$ cat src/rtl/axon_spike_scheduler_pkg.sv
// Shared constants and types for the axon spike scheduler.
// NUM_AXONS lives here so the interface, encoder and top agree on the axon index width.
package axon_spike_scheduler_pkg;
  localparam int NUM_AXONS = 256;
  localparam int AXON_W    = $clog2(NUM_AXONS);

  typedef enum logic [1:0] {
    IDLE   = 2'd0,
    SEARCH = 2'd1,
    ISSUE  = 2'd2,
    GAP    = 2'd3
  } state_e;
endpackage

$ cat src/rtl/axon_spike_scheduler_if.sv
// Signal bundle between the spike source / synapse stage (master) and the scheduler (slave).
interface axon_spike_scheduler_if;
  import axon_spike_scheduler_pkg::*;

  // spike_in_valid is a one-cycle strobe with no ready: the scheduler accepts a spike on every
  // valid edge. The enable burst has no backpressure; synap_con_done is expected in the first GAP cycle.
  logic              spike_in_valid;
  logic [AXON_W-1:0] spike_in_axon;
  logic              tick;
  logic              synap_con_done;
  logic [AXON_W-1:0] axon_number;
  logic              enable;
  logic              busy;
  logic              tick_done;
  logic              tick_overrun;
  logic              sync_error;
  state_e            dbg_state;

  modport master (
    output spike_in_valid, spike_in_axon, tick, synap_con_done,
    input  axon_number, enable, busy, tick_done, tick_overrun, sync_error, dbg_state
  );

  modport slave (
    input  spike_in_valid, spike_in_axon, tick, synap_con_done,
    output axon_number, enable, busy, tick_done, tick_overrun, sync_error, dbg_state
  );
endinterface

$ cat src/rtl/axon_spike_scheduler_priority_encoder.sv
// Combinational lowest-set-bit finder over the scan bank.
module axon_priority_encoder
  import axon_spike_scheduler_pkg::*;
(
  input  logic [NUM_AXONS-1:0] bits_i,
  output logic [AXON_W-1:0]    index_o,
  output logic                 found_o
);
  // Scanning downward lets the last hit, i.e. the lowest index, win.
  always_comb begin
    index_o = '0;
    found_o = 1'b0;
    for (int i = NUM_AXONS - 1; i >= 0; i--) begin
      if (bits_i[i]) begin
        index_o = AXON_W'(i);
        found_o = 1'b1;
      end
    end
  end
endmodule

$ cat src/rtl/axon_spike_scheduler.sv
// Double-banked spike bitmap: the fill bank collects next-tick spikes while the scan bank
// is replayed one axon at a time as NUM_NEURONS-cycle enable bursts.
module axon_spike_scheduler
  import axon_spike_scheduler_pkg::*;
#(
  parameter int NUM_NEURONS = 256,
  parameter int ISSUE_GAP   = 2
) (
  input  logic                    clk,
  input  logic                    rst,
  axon_spike_scheduler_if.slave   bus
);
  localparam int BW = $clog2(NUM_NEURONS) + 1;
  localparam int GW = $clog2(ISSUE_GAP) + 1;
  localparam logic [BW-1:0] BURST_LAST = BW'(NUM_NEURONS - 1);
  localparam logic [GW-1:0] GAP_LAST   = GW'(ISSUE_GAP - 1);

  state_e                state_q, state_d;
  logic [NUM_AXONS-1:0]  bank_q [2];
  logic [NUM_AXONS-1:0]  bank_d [2];
  logic                  sel_q, sel_d;
  logic [AXON_W-1:0]     axon_q, axon_d;
  logic [BW-1:0]         burst_q, burst_d;
  logic [GW-1:0]         gap_q, gap_d;
  logic                  enable_q, tick_done_q, tick_overrun_q;
  logic [NUM_AXONS-1:0]  scan_bits;
  logic [AXON_W-1:0]     enc_idx;
  logic                  enc_found;

  // sel_q names the fill bank; the other bank is the one being replayed.
  assign scan_bits = bank_q[~sel_q];

  axon_priority_encoder u_enc (
    .bits_i  (scan_bits),
    .index_o (enc_idx),
    .found_o (enc_found)
  );

  always_comb begin
    state_d = state_q;
    sel_d   = sel_q;
    axon_d  = axon_q;
    burst_d = burst_q;
    gap_d   = gap_q;
    bank_d  = bank_q;
    case (state_q)
      IDLE: begin
        if (bus.tick) begin
          sel_d          = ~sel_q;
          bank_d[~sel_q] = '0;
          state_d        = SEARCH;
        end
      end
      SEARCH: begin
        if (enc_found) begin
          axon_d                  = enc_idx;
          bank_d[~sel_q][enc_idx] = 1'b0;
          burst_d                 = '0;
          state_d                 = ISSUE;
        end else begin
          state_d = IDLE;
        end
      end
      ISSUE: begin
        if (burst_q == BURST_LAST) begin
          gap_d   = '0;
          state_d = GAP;
        end else begin
          burst_d = burst_q + 1'b1;
        end
      end
      GAP: begin
        if (gap_q == GAP_LAST) state_d = SEARCH;
        else                   gap_d   = gap_q + 1'b1;
      end
      default: state_d = IDLE;
    endcase
    // Applied after the swap so a spike in the swap cycle lands in the new fill bank.
    if (bus.spike_in_valid) bank_d[sel_d][bus.spike_in_axon] = 1'b1;
  end

  always_ff @(posedge clk or negedge rst) begin
    if (!rst) begin
      state_q        <= IDLE;
      sel_q          <= 1'b0;
      bank_q[0]      <= '0;
      bank_q[1]      <= '0;
      axon_q         <= '0;
      burst_q        <= '0;
      gap_q          <= '0;
      enable_q       <= 1'b0;
      tick_done_q    <= 1'b0;
      tick_overrun_q <= 1'b0;
    end else begin
      state_q        <= state_d;
      sel_q          <= sel_d;
      bank_q         <= bank_d;
      axon_q         <= axon_d;
      burst_q        <= burst_d;
      gap_q          <= gap_d;
      enable_q       <= (state_d == ISSUE);
      tick_done_q    <= (state_q == SEARCH) && !enc_found;
      tick_overrun_q <= bus.tick && (state_q != IDLE);
    end
  end

  assign bus.axon_number  = axon_q;
  assign bus.enable       = enable_q;
  assign bus.busy         = (state_q != IDLE);
  assign bus.tick_done    = tick_done_q;
  assign bus.tick_overrun = tick_overrun_q;
  assign bus.dbg_state    = state_q;
  // Done belongs in the first GAP cycle only; missing there or present in ISSUE/SEARCH/IDLE is an error.
  assign bus.sync_error   = ((state_q == GAP) && (gap_q == '0) && !bus.synap_con_done) ||
                            (bus.synap_con_done && (state_q != GAP));
endmodule

$ cat src/flat_wrapper.sv
// flat-port wrapper written by rule: the top's interface ports become plain ports
module axon_spike_scheduler_flat import axon_spike_scheduler_pkg::*;
#(
  parameter int NUM_NEURONS = 256,
  parameter int ISSUE_GAP   = 2
)
  (clk, rst, bus_spike_in_valid, bus_spike_in_axon, bus_tick, bus_synap_con_done, bus_axon_number, bus_enable, bus_busy, bus_tick_done, bus_tick_overrun, bus_sync_error, bus_dbg_state);
  axon_spike_scheduler_if bus_i ();
  input  logic clk;
  input  logic rst;
  input wire logic [$bits(bus_i.spike_in_valid)-1:0] bus_spike_in_valid;
  input wire logic [$bits(bus_i.spike_in_axon)-1:0] bus_spike_in_axon;
  input wire logic [$bits(bus_i.tick)-1:0] bus_tick;
  input wire logic [$bits(bus_i.synap_con_done)-1:0] bus_synap_con_done;
  output wire logic [$bits(bus_i.axon_number)-1:0] bus_axon_number;
  output wire logic [$bits(bus_i.enable)-1:0] bus_enable;
  output wire logic [$bits(bus_i.busy)-1:0] bus_busy;
  output wire logic [$bits(bus_i.tick_done)-1:0] bus_tick_done;
  output wire logic [$bits(bus_i.tick_overrun)-1:0] bus_tick_overrun;
  output wire logic [$bits(bus_i.sync_error)-1:0] bus_sync_error;
  output wire logic [$bits(bus_i.dbg_state)-1:0] bus_dbg_state;
  assign bus_i.spike_in_valid = bus_spike_in_valid;
  assign bus_i.spike_in_axon = bus_spike_in_axon;
  assign bus_i.tick = bus_tick;
  assign bus_i.synap_con_done = bus_synap_con_done;
  assign bus_axon_number = bus_i.axon_number;
  assign bus_enable = bus_i.enable;
  assign bus_busy = bus_i.busy;
  assign bus_tick_done = bus_i.tick_done;
  assign bus_tick_overrun = bus_i.tick_overrun;
  assign bus_sync_error = bus_i.sync_error;
  assign bus_dbg_state = bus_i.dbg_state;
  axon_spike_scheduler #(.NUM_NEURONS(NUM_NEURONS), .ISSUE_GAP(ISSUE_GAP)) u_core (.clk(clk), .rst(rst), .bus(bus_i));
endmodule
$ cat config.mk
export PLATFORM = sky130hd
export DESIGN_NAME = axon_spike_scheduler_flat
export DESIGN_NICKNAME = d
export VERILOG_FILES = /design/src/rtl/axon_spike_scheduler_pkg.sv /design/src/rtl/axon_spike_scheduler_if.sv /design/src/rtl/axon_spike_scheduler_priority_encoder.sv /design/src/rtl/axon_spike_scheduler.sv /design/src/flat_wrapper.sv
export SDC_FILE = /design/constraint.sdc
export NUM_CORES = 2
export LEC_CHECK = 0
export CAP_MARGIN = 10
export CORE_MARGIN = 1
export CORE_UTILIZATION = 45
export DETAILED_ROUTE_END_ITERATION = 6
export HOLD_SLACK_MARGIN = 0.15
export PLACE_DENSITY = 0.65
export SLEW_MARGIN = 20
export SYNTH_ARGS = -nofsm -noshare
export SYNTH_HDL_FRONTEND = slang
export SYNTH_SLANG_ARGS = --single-unit
$ cat constraint.sdc
create_clock -name clk -period 5.3 [get_ports clk]
set_input_delay 0.53 -clock clk [delete_from_list [all_inputs] [get_ports clk]]
set_output_delay 0.53 -clock clk [all_outputs]
set_load 0.005 [all_outputs]
==> flow_metrics.tcl <==
set metrics [dict create \
    p_sw_w 0.0113 \
    fin_area_sq_mm 0.0381 \
    violations "DRC, setup timing" \
    core_area_sq_mm 0.0731 \
    boundaryPins 28 \
    path_clk_slew_ns 0.06 \
    drive_gt1_share_pct 10.7 \
    hp-start "u_core.bus.axon_number[7]$_DFFE_PN0P_" \
    worstMarginPinSlew_ns 1.40 \
    antenna_found_initial 8 \
    worst_slack_ns -0.245 \
    port-buffer-count 27 \
    ys_top_cells_by_count "dfrtp_1 (537), nand2_1 (418), nor2_1 (361)" \
    syn_area_sq_mm 0.0333 \
    cp-end-kind "flip-flop" \
    viasPerCell 7.37 \
    dp_hpwl_mm 110 \
    rr_worst_depth 17 \
    post-route-drc-count 6 \
    vdd_drop_max_uv 634 \
    min_to "u_core.bus.axon_number[7]$_DFFE_PN0P_" \
    fp.dieW_um 274 \
    synth.largest_area_cell "dfrtp_1" \
    synthDistinctLibCells 97 \
    timing.rr.start "u_core.sel_q$_DFF_PN0_" \
    placedCellCount 4975 \
    place_area_sq_mm 0.0358 \
    synth_most_common_cell "dfrtp_1" \
    std_cell_rows 99 \
    insertion_delay_ns 0.64 \
    clkSinkCount 537 \
    cts_buffers 67 \
    internal_power_w 0.0111 \
    maxCapViolations 0 \
    grt_pass1_vias 35100 \
    power_density_mw_per_mm2 587 \
    cts_root_buf "clkbuf_16" \
    initial_core_util_pct 45.6 \
    arrival_ns 6.04 \
    fmax_mhz 180 \
    synth_edf_count 0 \
    fill_cells 6868 \
    ant_nets 0 \
    stdcell_count 5100 \
    pwr-share-seq_pct 23.5 \
    status "complete, but fails checks" \
    yosys.area.top_type_share_pct 40.3 \
    worstSetupPathType "reg2reg" \
    p_sw_share_pct 50.5 \
    globalplace.congestion 1.06 \
    clock_power_share_pct 21.6 \
    setup-violations-final 163 \
    num_vias 37600 \
    yosysWarnings 0 \
    grt_use_total_pct 43.8 \
    routed_wl_mm 167 \
    grt_pass1_wl_mm 241 \
    avgRoutedWirePerCell_um 32.7 \
    worstPathRequired_ns 5.79 \
    synthCells 4070 \
    syn_nets 4091 \
    drv_slew 0 \
    yosysSeqAreaShare_pct 40.3 \
    max_slew_margin_pct 4.28 \
    rsz0062_at_grt "no" \
    r2r_slack_ns -0.25 \
    min_period_ns 5.55 \
    hold_viol 0 \
    syn_to_final_growth_pct 14.2 \
    min_path_cells 1 \
    dr.pass1.iters 7 \
    clock_path_buffers 3 \
    fin_util_pct 52.1 \
    synthArstFlopShare_pct 100 \
    period_share_pct 105 \
    synth_ff_type "dfrtp_1" \
    cts_tree "built" \
    drt_iter0_markers 6346 \
    grt-ovfl-total 0 \
    avgSynthCellArea_sq_um 8.19 \
    dieArea_sq_mm 0.0752 \
    fin_nets 4107 \
    power_frac_comb_pct 54.9 \
    skew_ns 0.0312 \
    grt_max_degree 125 \
    fin_hold_ws_ns 0.499 \
    crit_fanout 47 \
    leakage_nw 14.6 \
    synth_area_leaders "dfrtp_1 (40%), nand2_1 (4.7%), nor3_1 (4.4%)" \
    cts_max_level 3 \
    regToRegEndpoint "u_core.bank_q[433]$_DFF_PN0_" \
    synth_seq_cells 537 \
    die_h_um 274 \
    min_path_type "reg2reg" \
    start_kind "flip-flop" \
]
## layout by cell type (no fill, tap or decap), types with 23 or more instances in the layout
cell type / instances
o311ai_0: 33
nand3_1: 54
o311ai_1: 78
nor2b_1: 47
clkdlybuf4s50_1: 26
o2bb2ai_1: 29
buf_4: 173
a21oi_1: 273
o32ai_1: 28
nor3b_1: 130
nand2b_1: 42
o21ai_1: 203
nor2_1: 354
a32o_1: 31
or2_2: 23
buf_12: 41
o211ai_1: 45
or3_1: 74
o31ai_1: 25
nand2_1: 408
a31oi_1: 48
a211oi_1: 25
nand4_1: 42
o22ai_1: 179
inv_1: 115
o21ai_0: 199
a22oi_1: 29
nor4_1: 75
nor3_1: 288
dfrtp_1: 536
clkbuf_16: 68
## through the flow
step	TNS, ns	power (W)	setup slack, ns
6_report	-14.57	0.0223	-0.245
5_1_grt	0	0.0228	0.0165
4_1_cts	0	0.0215	0.0122
3_5_place_dp	0	0.0167	0.0310
3_3_place_gp	0	0.0167	0.00563
2_1_floorplan	0	0.0118	1.42
## layout make-up
cell class | count | area, sq um | area share [%]
inverters | 116 | 435 | 1.14
multi-input cells | 3122 | 18300 | 48.2
clock inverters | 24 | 310 | 0.815
well taps | 959 | 1200 | 3.15
repair buffers | 242 | 2400 | 6.31
flip-flops and latches | 537 | 13400 | 35.3
clock buffers | 95 | 1930 | 5.08
diodes | 5 | 12.5 | 0.0329
## registers in the layout (all words and copies together), names as in the netlist
name and cells:
u_core.burst_q 9, u_core.gap_q 2, u_core.sel_q 1, u_core.bus.axon_number 8, u_core.bus.tick_done 1, u_core.bank_q 512
u_core.bus.dbg_state 2, u_core.bus.enable 1, u_core.bus.tick_overrun 1
## timing repair
action | 4_1_cts | 5_1_grt
setup endpoints to repair | 1 | 159
resized for setup | 1 | 8
gates cloned | 0 | 0
endpoints found under the hold margin | 88 | 0
hold buffers | 1 | 0
setup buffers | 0 | 0
## worst max-delay path, cell delays in order, from the launching register on
cell and delay (ns):
dfrtp_4 0.58, buf_12 0.21, buf_4 0.19, nor3b_1 0.15, nor2_1 0.12, a2111oi_0 0.09
a221oi_1 0.69, o2111ai_1 0.20, a2111oi_0 1.23, o221ai_1 0.22, buf_4 0.21, a211oi_2 0.29
buf_4 0.18, nor2_4 0.06, buf_12 0.21, buf_4 0.21, nor4_1 0.36, o22ai_1 0.14
## worst max path at each step
| stage | startpoint | endpoint | slack, ns | cells after the start |
|---|---|---|---|---|
| 6_report | u_core.sel_q$_DFF_PN0_ | u_core.bank_q[433]$_DFF_PN0_ | -0.25 | 17 |
| 5_1_grt | u_core.sel_q$_DFF_PN0_ | u_core.bank_q[509]$_DFF_PN0_ | 0.02 | 16 |
| 4_1_cts | u_core.sel_q$_DFF_PN0_ | u_core.bank_q[339]$_DFF_PN0_ | 0.01 | 15 |
| 3_5_place_dp | u_core.sel_q$_DFF_PN0_ | u_core.bank_q[352]$_DFF_PN0_ | 0.03 | 14 |
| 3_3_place_gp | u_core.sel_q$_DFF_PN0_ | u_core.bank_q[352]$_DFF_PN0_ | 0.006 | 14 |
| 2_1_floorplan | u_core.sel_q$_DFF_PN0_ | u_core.bank_q[402]$_DFF_PN0_ | 1.42 | 16 |
## logic make-up after synthesis
kind of cell | count (synthesis) | synth area share, %
xor+xnor | 7 | 0.184
flops | 537 | 40.3
mux | 16 | 0.510
compound gates | 1406 | 27.4
fa+ha+maj | 8 | 0.300
buf+inv | 411 | 5.43
simple gates | 1685 | 25.8
## layer usage
layer | GRT usage [%] | up-vias | wire length (um)
met5 | 0 | - | 76
met4 | 30.0 | 10 | 13500
met3 | 15.9 | 877 | 25200
met2 | 60.8 | 3276 | 66400
met1 | 56.4 | 18000 | 61400
li1 | - | 15400 | -
## power groups by stage
stage               Sequential [W]  Clock (W)  Combinational, W
detailed placement         0.00527          0            0.0115
global route               0.00529    0.00498            0.0125
global placement           0.00527          0            0.0114
finish                     0.00525    0.00482            0.0123
floorplan                  0.00505          0           0.00674
CTS                        0.00521    0.00481            0.0115
No activity file was read; power rests on OpenSTA's default activity.
